`src/rtl/lsu_pkg.sv`:
```
// Shared definitions for the memory-stage load/store unit: RV32I funct3 codes,
// FSM state encoding and the wait-counter width.
package lsu_pkg;

    localparam int CNT_W = 8;

    localparam logic [2:0] F3_B  = 3'b000;
    localparam logic [2:0] F3_H  = 3'b001;
    localparam logic [2:0] F3_W  = 3'b010;
    localparam logic [2:0] F3_BU = 3'b100;
    localparam logic [2:0] F3_HU = 3'b101;

    typedef enum logic [1:0] {
        IDLE,
        WAIT,
        DONE
    } lsu_state_t;

endpackage

```
`src/rtl/lsu_load_align.sv`:
```
// Combinational load aligner: picks the byte/halfword out of a bus word by the
// low address bits and sign- or zero-extends it according to funct3.
module lsu_load_align
    import lsu_pkg::*;
(
    input  logic [31:0] word,
    input  logic [1:0]  byte_off,
    input  logic [2:0]  funct3,
    output logic [31:0] result
);

    logic [31:0] shifted;
    logic [7:0]  byte_val;
    logic [15:0] half_val;

    always_comb begin
        shifted  = word >> {byte_off, 3'b000};
        byte_val = shifted[7:0];
        half_val = byte_off[1] ? word[31:16] : word[15:0];
        // NOTE: every path assigns result (default first), so no latch is inferred.
        result   = '0;
        unique case (funct3)
            F3_B:    result = {{24{byte_val[7]}}, byte_val};
            F3_BU:   result = {24'h0, byte_val};
            F3_H:    result = {{16{half_val[15]}}, half_val};
            F3_HU:   result = {16'h0, half_val};
            F3_W:    result = word;
            default: result = '0;
        endcase
    end

endmodule

```
`src/rtl/mem_stage_lsu.sv`:
```
// Memory-stage LSU: drives the data bus with req/ready, stalls while the bus is
// busy, and times out stuck accesses. Optional macro MISALIGN_TRAP_EN adds MisalignM.
module mem_stage_lsu
    import lsu_pkg::*;
#(
    parameter int TIMEOUT_CYCLES  = 255,
    parameter int RESET_PC_UNUSED = 0
) (
    input  logic        clk,
    input  logic        rst_n,
    input  logic        MemReadM,
    input  logic        MemWriteM,
    input  logic [2:0]  funct3M,
    input  logic [31:0] ALUResultM,
    input  logic [31:0] WriteDataM,
    input  logic        HoldM,
    output logic        StallM,
    output logic [31:0] ReadDataM,
    output logic        BusErrM,
    output logic        dmem_req,
    output logic        dmem_we,
    output logic [31:0] dmem_addr,
    output logic [3:0]  dmem_be,
    output logic [31:0] dmem_wdata,
    input  logic [31:0] dmem_rdata,
`ifdef MISALIGN_TRAP_EN
    output logic        MisalignM,
`endif
    input  logic        dmem_ready
);

    localparam logic [CNT_W-1:0] TIMEOUT_LAST = CNT_W'(TIMEOUT_CYCLES - 1);

    if (RESET_PC_UNUSED != 0) begin : g_reserved_check
        $error("RESET_PC_UNUSED is reserved and must be 0");
    end

    lsu_state_t        state_q, state_d;
    logic [CNT_W-1:0]  cnt_q, cnt_d;
    logic [31:0]       addr_q, addr_d;
    logic [2:0]        f3_q, f3_d;
    logic              we_q, we_d;
    logic [3:0]        be_q, be_d;
    logic [31:0]       wdata_q, wdata_d;
    logic [31:0]       result_q, result_d;

    logic        access;
    logic        misalign;
    logic [3:0]  m_be;
    logic [31:0] m_wdata;
    logic [31:0] load_data;
    logic [31:0] align_data;
    logic [1:0]  align_off;
    logic [2:0]  align_f3;

    assign access = MemReadM | MemWriteM;

    // Alignment follows the live instruction in IDLE and the latched copy otherwise.
    assign align_off = (state_q == IDLE) ? ALUResultM[1:0] : addr_q[1:0];
    assign align_f3  = (state_q == IDLE) ? funct3M : f3_q;

    lsu_load_align u_align (
        .word     (dmem_rdata),
        .byte_off (align_off),
        .funct3   (align_f3),
        .result   (align_data)
    );

    always_comb begin
        m_be    = 4'b1111;
        m_wdata = WriteDataM;
        if (MemWriteM) begin
            unique case (funct3M)
                F3_B: begin
                    m_be    = 4'b0001 << ALUResultM[1:0];
                    m_wdata = {4{WriteDataM[7:0]}};
                end
                F3_H: begin
                    m_be    = ALUResultM[1] ? 4'b1100 : 4'b0011;
                    m_wdata = {2{WriteDataM[15:0]}};
                end
                F3_W:    m_be = 4'b1111;
                default: m_be = 4'b0000;
            endcase
        end
    end

`ifdef MISALIGN_TRAP_EN
    always_comb begin
        misalign = 1'b0;
        if (access) begin
            unique case (funct3M)
                F3_H, F3_HU: misalign = ALUResultM[0];
                F3_W:        misalign = |ALUResultM[1:0];
                default:     misalign = 1'b0;
            endcase
        end
    end
    assign MisalignM = misalign;
`else
    assign misalign = 1'b0;
`endif

    always_comb begin
        state_d    = state_q;
        cnt_d      = cnt_q;
        addr_d     = addr_q;
        f3_d       = f3_q;
        we_d       = we_q;
        be_d       = be_q;
        wdata_d    = wdata_q;
        result_d   = result_q;
        load_data  = '0;
        StallM     = 1'b0;
        BusErrM    = 1'b0;
        ReadDataM  = '0;
        dmem_req   = 1'b0;
        dmem_we    = we_q;
        dmem_addr  = {addr_q[31:2], 2'b00};
        dmem_be    = be_q;
        dmem_wdata = wdata_q;

        unique case (state_q)
            IDLE: begin
                dmem_we    = MemWriteM;
                dmem_addr  = {ALUResultM[31:2], 2'b00};
                dmem_be    = m_be;
                dmem_wdata = m_wdata;
                if (access && !misalign) begin
                    dmem_req = 1'b1;
                    if (dmem_ready) begin
                        load_data = MemWriteM ? '0 : align_data;
                        ReadDataM = load_data;
                        result_d  = load_data;
                        if (HoldM) state_d = DONE;
                    end else begin
                        StallM  = 1'b1;
                        addr_d  = ALUResultM;
                        f3_d    = funct3M;
                        we_d    = MemWriteM;
                        be_d    = m_be;
                        wdata_d = m_wdata;
                        cnt_d   = '0;
                        state_d = WAIT;
                    end
                end
            end
            WAIT: begin
                dmem_req = 1'b1;
                if (dmem_ready) begin
                    load_data = we_q ? '0 : align_data;
                    ReadDataM = load_data;
                    result_d  = load_data;
                    cnt_d     = '0;
                    state_d   = HoldM ? DONE : IDLE;
                end else if (cnt_q == TIMEOUT_LAST) begin
                    // Forced completion: store is dropped, load returns zero.
                    BusErrM  = 1'b1;
                    result_d = '0;
                    cnt_d    = '0;
                    state_d  = HoldM ? DONE : IDLE;
                end else begin
                    StallM = 1'b1;
                    cnt_d  = cnt_q + 1'b1;
                end
            end
            DONE: begin
                ReadDataM = result_q;
                if (!HoldM) state_d = IDLE;
            end
            default: state_d = IDLE;
        endcase

        // No bus request or stall may be visible while reset is asserted.
        if (!rst_n) begin
            dmem_req = 1'b0;
            StallM   = 1'b0;
        end
    end

    // NOTE: state registers use non-blocking assignments so all flops update together.
    always_ff @(posedge clk or negedge rst_n) begin
        if (!rst_n) begin
            state_q  <= IDLE;
            cnt_q    <= '0;
            addr_q   <= '0;
            f3_q     <= '0;
            we_q     <= 1'b0;
            be_q     <= '0;
            wdata_q  <= '0;
            result_q <= '0;
        end else begin
            state_q  <= state_d;
            cnt_q    <= cnt_d;
            addr_q   <= addr_d;
            f3_q     <= f3_d;
            we_q     <= we_d;
            be_q     <= be_d;
            wdata_q  <= wdata_d;
            result_q <= result_d;
        end
    end

endmodule

```
`config.mk`:
```
export PLATFORM = sky130hd
export DESIGN_NAME = mem_stage_lsu
export DESIGN_NICKNAME = d
export VERILOG_FILES = /design/src/rtl/lsu_pkg.sv /design/src/rtl/lsu_load_align.sv /design/src/rtl/mem_stage_lsu.sv
export SDC_FILE = /design/constraint.sdc
export NUM_CORES = 1
export LEC_CHECK = 0
export CAP_MARGIN = 20
export CORE_MARGIN = 4
export CORE_UTILIZATION = 48
export CTS_BUF_LIST = sky130_fd_sc_hd__clkbuf_16
export CTS_CLUSTER_SIZE = 14
export DETAILED_ROUTE_END_ITERATION = 12
export GPL_ROUTABILITY_DRIVEN = 0
export MAX_ROUTING_LAYER = met4
export PLACE_DENSITY_LB_ADDON = 0.15
export SLEW_MARGIN = 40
export SYNTH_ARGS = -nofsm -noshare
export SYNTH_HDL_FRONTEND = slang
export SYNTH_SLANG_ARGS = --single-unit
```
`constraint.sdc`:
```
create_clock -name clk -period 2.29 [get_ports clk]
set_input_delay 0.229 -clock clk [delete_from_list [all_inputs] [get_ports clk]]
set_output_delay 0.229 -clock clk [all_outputs]
set_load 0.01 [all_outputs]
```
After elaboration in Yosys (flattened, before gate mapping)
Index checks and enable logic that the tools add are counted.

word-level totals
  register bits after elaboration = 114
  input port bits = 105
  output and inout port bits = 104
  logic and storage cells = 85

cells by class
  $add $sub $neg = 1
  equal/unequal tests = 15
  shift operators = 2
  muxes and demuxes = 49
  bitwise operators = 2
  reduce and logical (&&, ||, !) cells = 8

operators by type and width
  operator                                       count
  two-way mux 32 bit                             12
  case mux 32 bit (5 select lines)               1
  case mux 32 bit (2 select lines)               2
  case mux 32 bit (3 select lines)               1
  two-way mux 8 bit                              4
  >> shifter 32 x 5 -> 8 bit                     1
  two-way mux 16 bit                             1
  two-way mux 2 bit                              8
  case mux 8 bit (2 select lines)                1
  two-way mux 4 bit                              3
  case mux 4 bit (3 select lines)                1
  two-way mux 1 bit                              11
  adder 8 x 1 -> 8 bit, second input constant    1
  == test 8 bit, second input constant           1
  != test 2 bit, second input constant           4
  AND reduction 4 bit                            2
  == test 3 x 1 -> 1 bit, second input constant  2
  == test 3 x 2 -> 1 bit, second input constant  2
  == test 3 bit, second input constant           2
  zero test 3 bit                                2
  != test 3 bit, second input constant           2
  case mux 2 bit (3 select lines)                1
  AND reduction 3 bit                            2
  case mux 1 bit (2 select lines)                2
  8 further kinds                                8

Longest topological paths before layout
  depth after elaboration = 8
  mapped depth = 9
  depth with buffers taken out = 7

Modules after synthesis
A second synthesis with hierarchy kept.

second synthesis, totals
  cell total of the unflattened synthesis = 830
  area, all modules = 6776.5 µm²

modules (own cells, without submodules)
  module          times used  cells an instance  area an instance (µm²)  sequential area each (µm²)
  mem_stage_lsu   1           719                5954.5                  2852.7
  lsu_load_align  1           111                822.0                   0.0

Worst setup path before layout
No wires, ideal clock.

  path type = register -> output
  from = register state_q[1]
  to = output ReadDataM[4]
  arrival = 1889 ps
  data required time = 2061 ps
  path slack = 172 ps
  stages on the path, launching flop included = 9
  buffers on the path = 3
  cell sequence = dfrtp_1 > buf_6 > buf_6 > or4b_1 > o21ai_2 > buf_6 > nor3_1 > o41ai_2 > nand2_1

between the ends
  word-level cells in the longest chain between the ends = 8
  elaborated cells on any way between the ends = 19
  those cells by class = 6 x eq/ne; 1 x shift; 10 x mux; 2 x reduce/logical

RTL lines
  what                                                           RTL line                                                        RTL
  start, declared                                                mem_stage_lsu.sv:38                                             lsu_state_t state_q, state_d;
  start signal, assigned                                         mem_stage_lsu.sv:193                                            state_q <= state_d;
  zero test 2 bit                                                mem_stage_lsu.sv:59, mem_stage_lsu.sv:60, mem_stage_lsu.sv:123
  two-way mux 2 bit / two-way mux 3 bit (equally long branches)  mem_stage_lsu.sv:59, mem_stage_lsu.sv:60
  >> shifter 32 x 5 -> 8 bit, or another cell as far along       lsu_load_align.sv:17                                            shifted = word >> {byte_off, 3'b000};
  case mux 32 bit (5 select lines)                               lsu_load_align.sv:22                                            unique case (funct3)
  two-way mux 32 bit                                             mem_stage_lsu.sv:132                                            load_data = MemWriteM ? '0 : align_data;
  two-way mux 32 bit                                             mem_stage_lsu.sv:131                                            if (dmem_ready) begin
  two-way mux 32 bit                                             mem_stage_lsu.sv:129                                            if (access && !misalign) begin
  case mux 32 bit (3 select lines) *                             mem_stage_lsu.sv:123                                            unique case (state_q)
  end, declared                                                  mem_stage_lsu.sv:18                                             output logic [31:0] ReadDataM,

Mark *: on every way between the ends. The rest lies on a longest branch, timed or not.

Final worst setup path
  from = register state_q[1]
  to = output ReadDataM[6]

Same word-level chain as after synthesis.

==> metrics.txt <==
run status finished, violations left; violated checks setup timing; Worst-path clk slew around 60 ps; IO Count ~210; crit path time final roughly 2900 ps; critical path required time 2060 ps; Final setup viols 74; slowest CP cell or4b_4; hpwl dp between 15,000 and 20,000 µm; largest net degree at the start of global routing 115; Crit path depth 8; post-synthesis instance total about 900; dpl cells approximately 1,300; crit-path max FO 5; fmax roughly 350 MHz; unrepaired setup endpoints after global routing true; port bufs about 210; worst skew pair latency about 420 ps; Final nets approximately 1,300; count of cell types in the netlist around 60; Synth Area in Compound Gates 0.213; #FFs+latches synth roughly 110; wirelength, routed slightly below 30,000 µm; post-synthesis sequential area ratio 0.410; CP Data Arrival Time between 2000 and 3000 ps; Die Y roughly 130 µm; hold_sp funct3M[1]; CTS Root Cell clkbuf_16; global-route wire length before repair a little over 40,000 µm; Initial Util 0.496; TritonCTS clock tree done; skew final ~10 ps; Post-synth top flop dfrtp_1; syn avg cell area ~7.7 µm²; PnR Total Power between 10 and 15 mW; row cnt 43; Critical path origin state_q[1]; total gr overflow 0; commonest cells after routing, fill and taps aside nand2_1, dfrtp_1, clkdlybuf4s50_1, buf_4, buf_6; worst vdd ir between 0.0006 and 0.0007 V; die extent in x approximately 130 µm; Synth warnings 0; Via density 6.05; die area roughly 0.016 mm²; Worst Setup Path Type flip-flop to output port; Antenna Violating Nets Remaining 0; Num Clock Sinks between 100 and 150; CP startpoint kind flip-flop; Crit path largest cell delay 560 ps; Hold Slack about 310 ps; crit path cell chain buf_6 > buf_4 > or4b_4 > o21ai_4 > nor3_1 > o41ai_2 > nand2_1 > buf_2; Synth Area in XOR/XNOR 0; post-synthesis mux area share 0.0410; setup ws final -579 ps; Num CTS Buffers 17; Final Instance Count excl. Fillers approximately 1,400; DRC errors left 0; main combinational cell family by area after synthesis simple AND/OR/NAND/NOR gates; R2R Path Start state_q[0]; worst hold path depth 4; H-tree Lvls 4; setup_tns -21,990 ps; most common cell after layout, fill and taps aside nand2_1; Worst Max-Slew Pin Slew between 600 and 700 ps; slew margin rel. 0.561; worst reg2reg path depth 11; Core Util, Final 0.825; Pleak approximately 5.6 nW; Pre-antenna DRT Iters 6; EDFF count, synth 0; Hold WC Path Type input port to flip-flop; period utilisation layout 1.25; initial antenna violation count 1; mapped cell area about 0.007 mm²; Max-Cap Viols 0; delay-heaviest family, CP simple AND/OR/NAND/NOR gates; Wirelength per Cell about 21 µm; Core Region about 0.014 mm²; final hold vios 0; Slew Limit Fails 0; Area Overhead vs Synth 66.3%; initial DRC count 1,037; Synth async-reset ratio 1.00; layout cells sized above 1 0.325; Bufs and invs on worst path 3; Via Count between 8,000 and 9,000; post-synthesis simple-gate area fraction 0.272; clock tree buffer depth 2; adder-cell share of the synthesized area 0.00359; vias in the first global route around 7,900; CP endpoint kind output port; Total Routing Usage GR 0.319; Pwr per Cell Area approximately 910 mW/mm²
## routing by layer
metal	GRT usage	part of all wire	up-vias
met3	0.0888	0.10	160
li1	-	-	3727
met1	0.398	0.37	3993
met5	-	0	-
met2	0.481	0.46	632
met4	0.144	0.062	0
## report_power, final
part           internal, mW  total, mW  switching, mW
Clock                  1.70       2.71           1.01
Combinational          2.27       4.84           2.57
Sequential             2.60       3.02          0.418
Total                  6.58       10.6           4.00
## per-stage QoR
step,setup slack (ps),area [µm²]
finish,-579,11600
global route,-673,11600
global placement,-516,9750
detailed placement,-557,9750
floorplan,172,6970
CTS,-444,11000
## sequential cells by signal (all words and copies together) (netlist names)
register and count:
addr_q 32, state_q 2, result_q 32, cnt_q 8, wdata_q 32, be_q 4, f3_q 3, we_q 1
## worst paths after layout
kind,endpoint,slack (ps)
worst min-delay path,f3_q[1],310
worst max register to register,result_q[29],-110
max in group asynchronous,cnt_q[3],1290
worst min register to register,addr_q[3],470
min in group asynchronous,wdata_q[19],480
worst max-delay path,ReadDataM[6],-580
## logic make-up after synthesis
kind of cell | after synthesis
multiplexers | 27
adder cells (fa/ha/maj) | 2
buffers and inverters | 82
AO/OA/AOI/OAI | 221
AND/OR/NAND/NOR | 454
flip-flops | 114
other | 1
## worst min-delay path: stages
cell	delay [ps]
dlymetal6s2s_1	180
buf_6	170
nand2_1	50
o21ai_0	60
## final cells by class
cell class	instances	area (µm²)
timing repair buffer	361	3540
multi-input combinational	707	4320
tap	180	225
antenna	1	2.50
clock inverter	15	168
inverter	12	45.0
sequential	114	2860
fill	803	2460
clock buffer	17	425
## Yosys cell counts, types with 5 or more instances
library cell	count	area (µm²)
buf_6	10	113
o21a_1	5	37.5
o41ai_2	5	81.3
a22oi_1	32	240
nor3_1	13	65.1
nor2_1	15	56.3
a211oi_1	8	60.1
mux2i_1	24	240
inv_1	12	45.0
o21ai_0	88	440
nand2_1	366	1370
buf_2	17	85.1
a222oi_1	14	140
nor2b_1	6	37.5
o21ai_1	6	30.0
a21oi_1	37	185
nand3_1	23	115
dfrtp_1	114	2850
nor3b_1	8	60.1
clkbuf_1	38	143
## repair_timing
action                                  in CTS  in global routing
gates cloned                                 6                  4
hold buffers                                 1                  0
endpoints found under the setup margin     101                133
setup buffers                               29                 29
pin swaps                                   32                 29
hold endpoints to repair                     4                  0
gates resized for setup                    411                196
(Power assumes the default switching activity.)
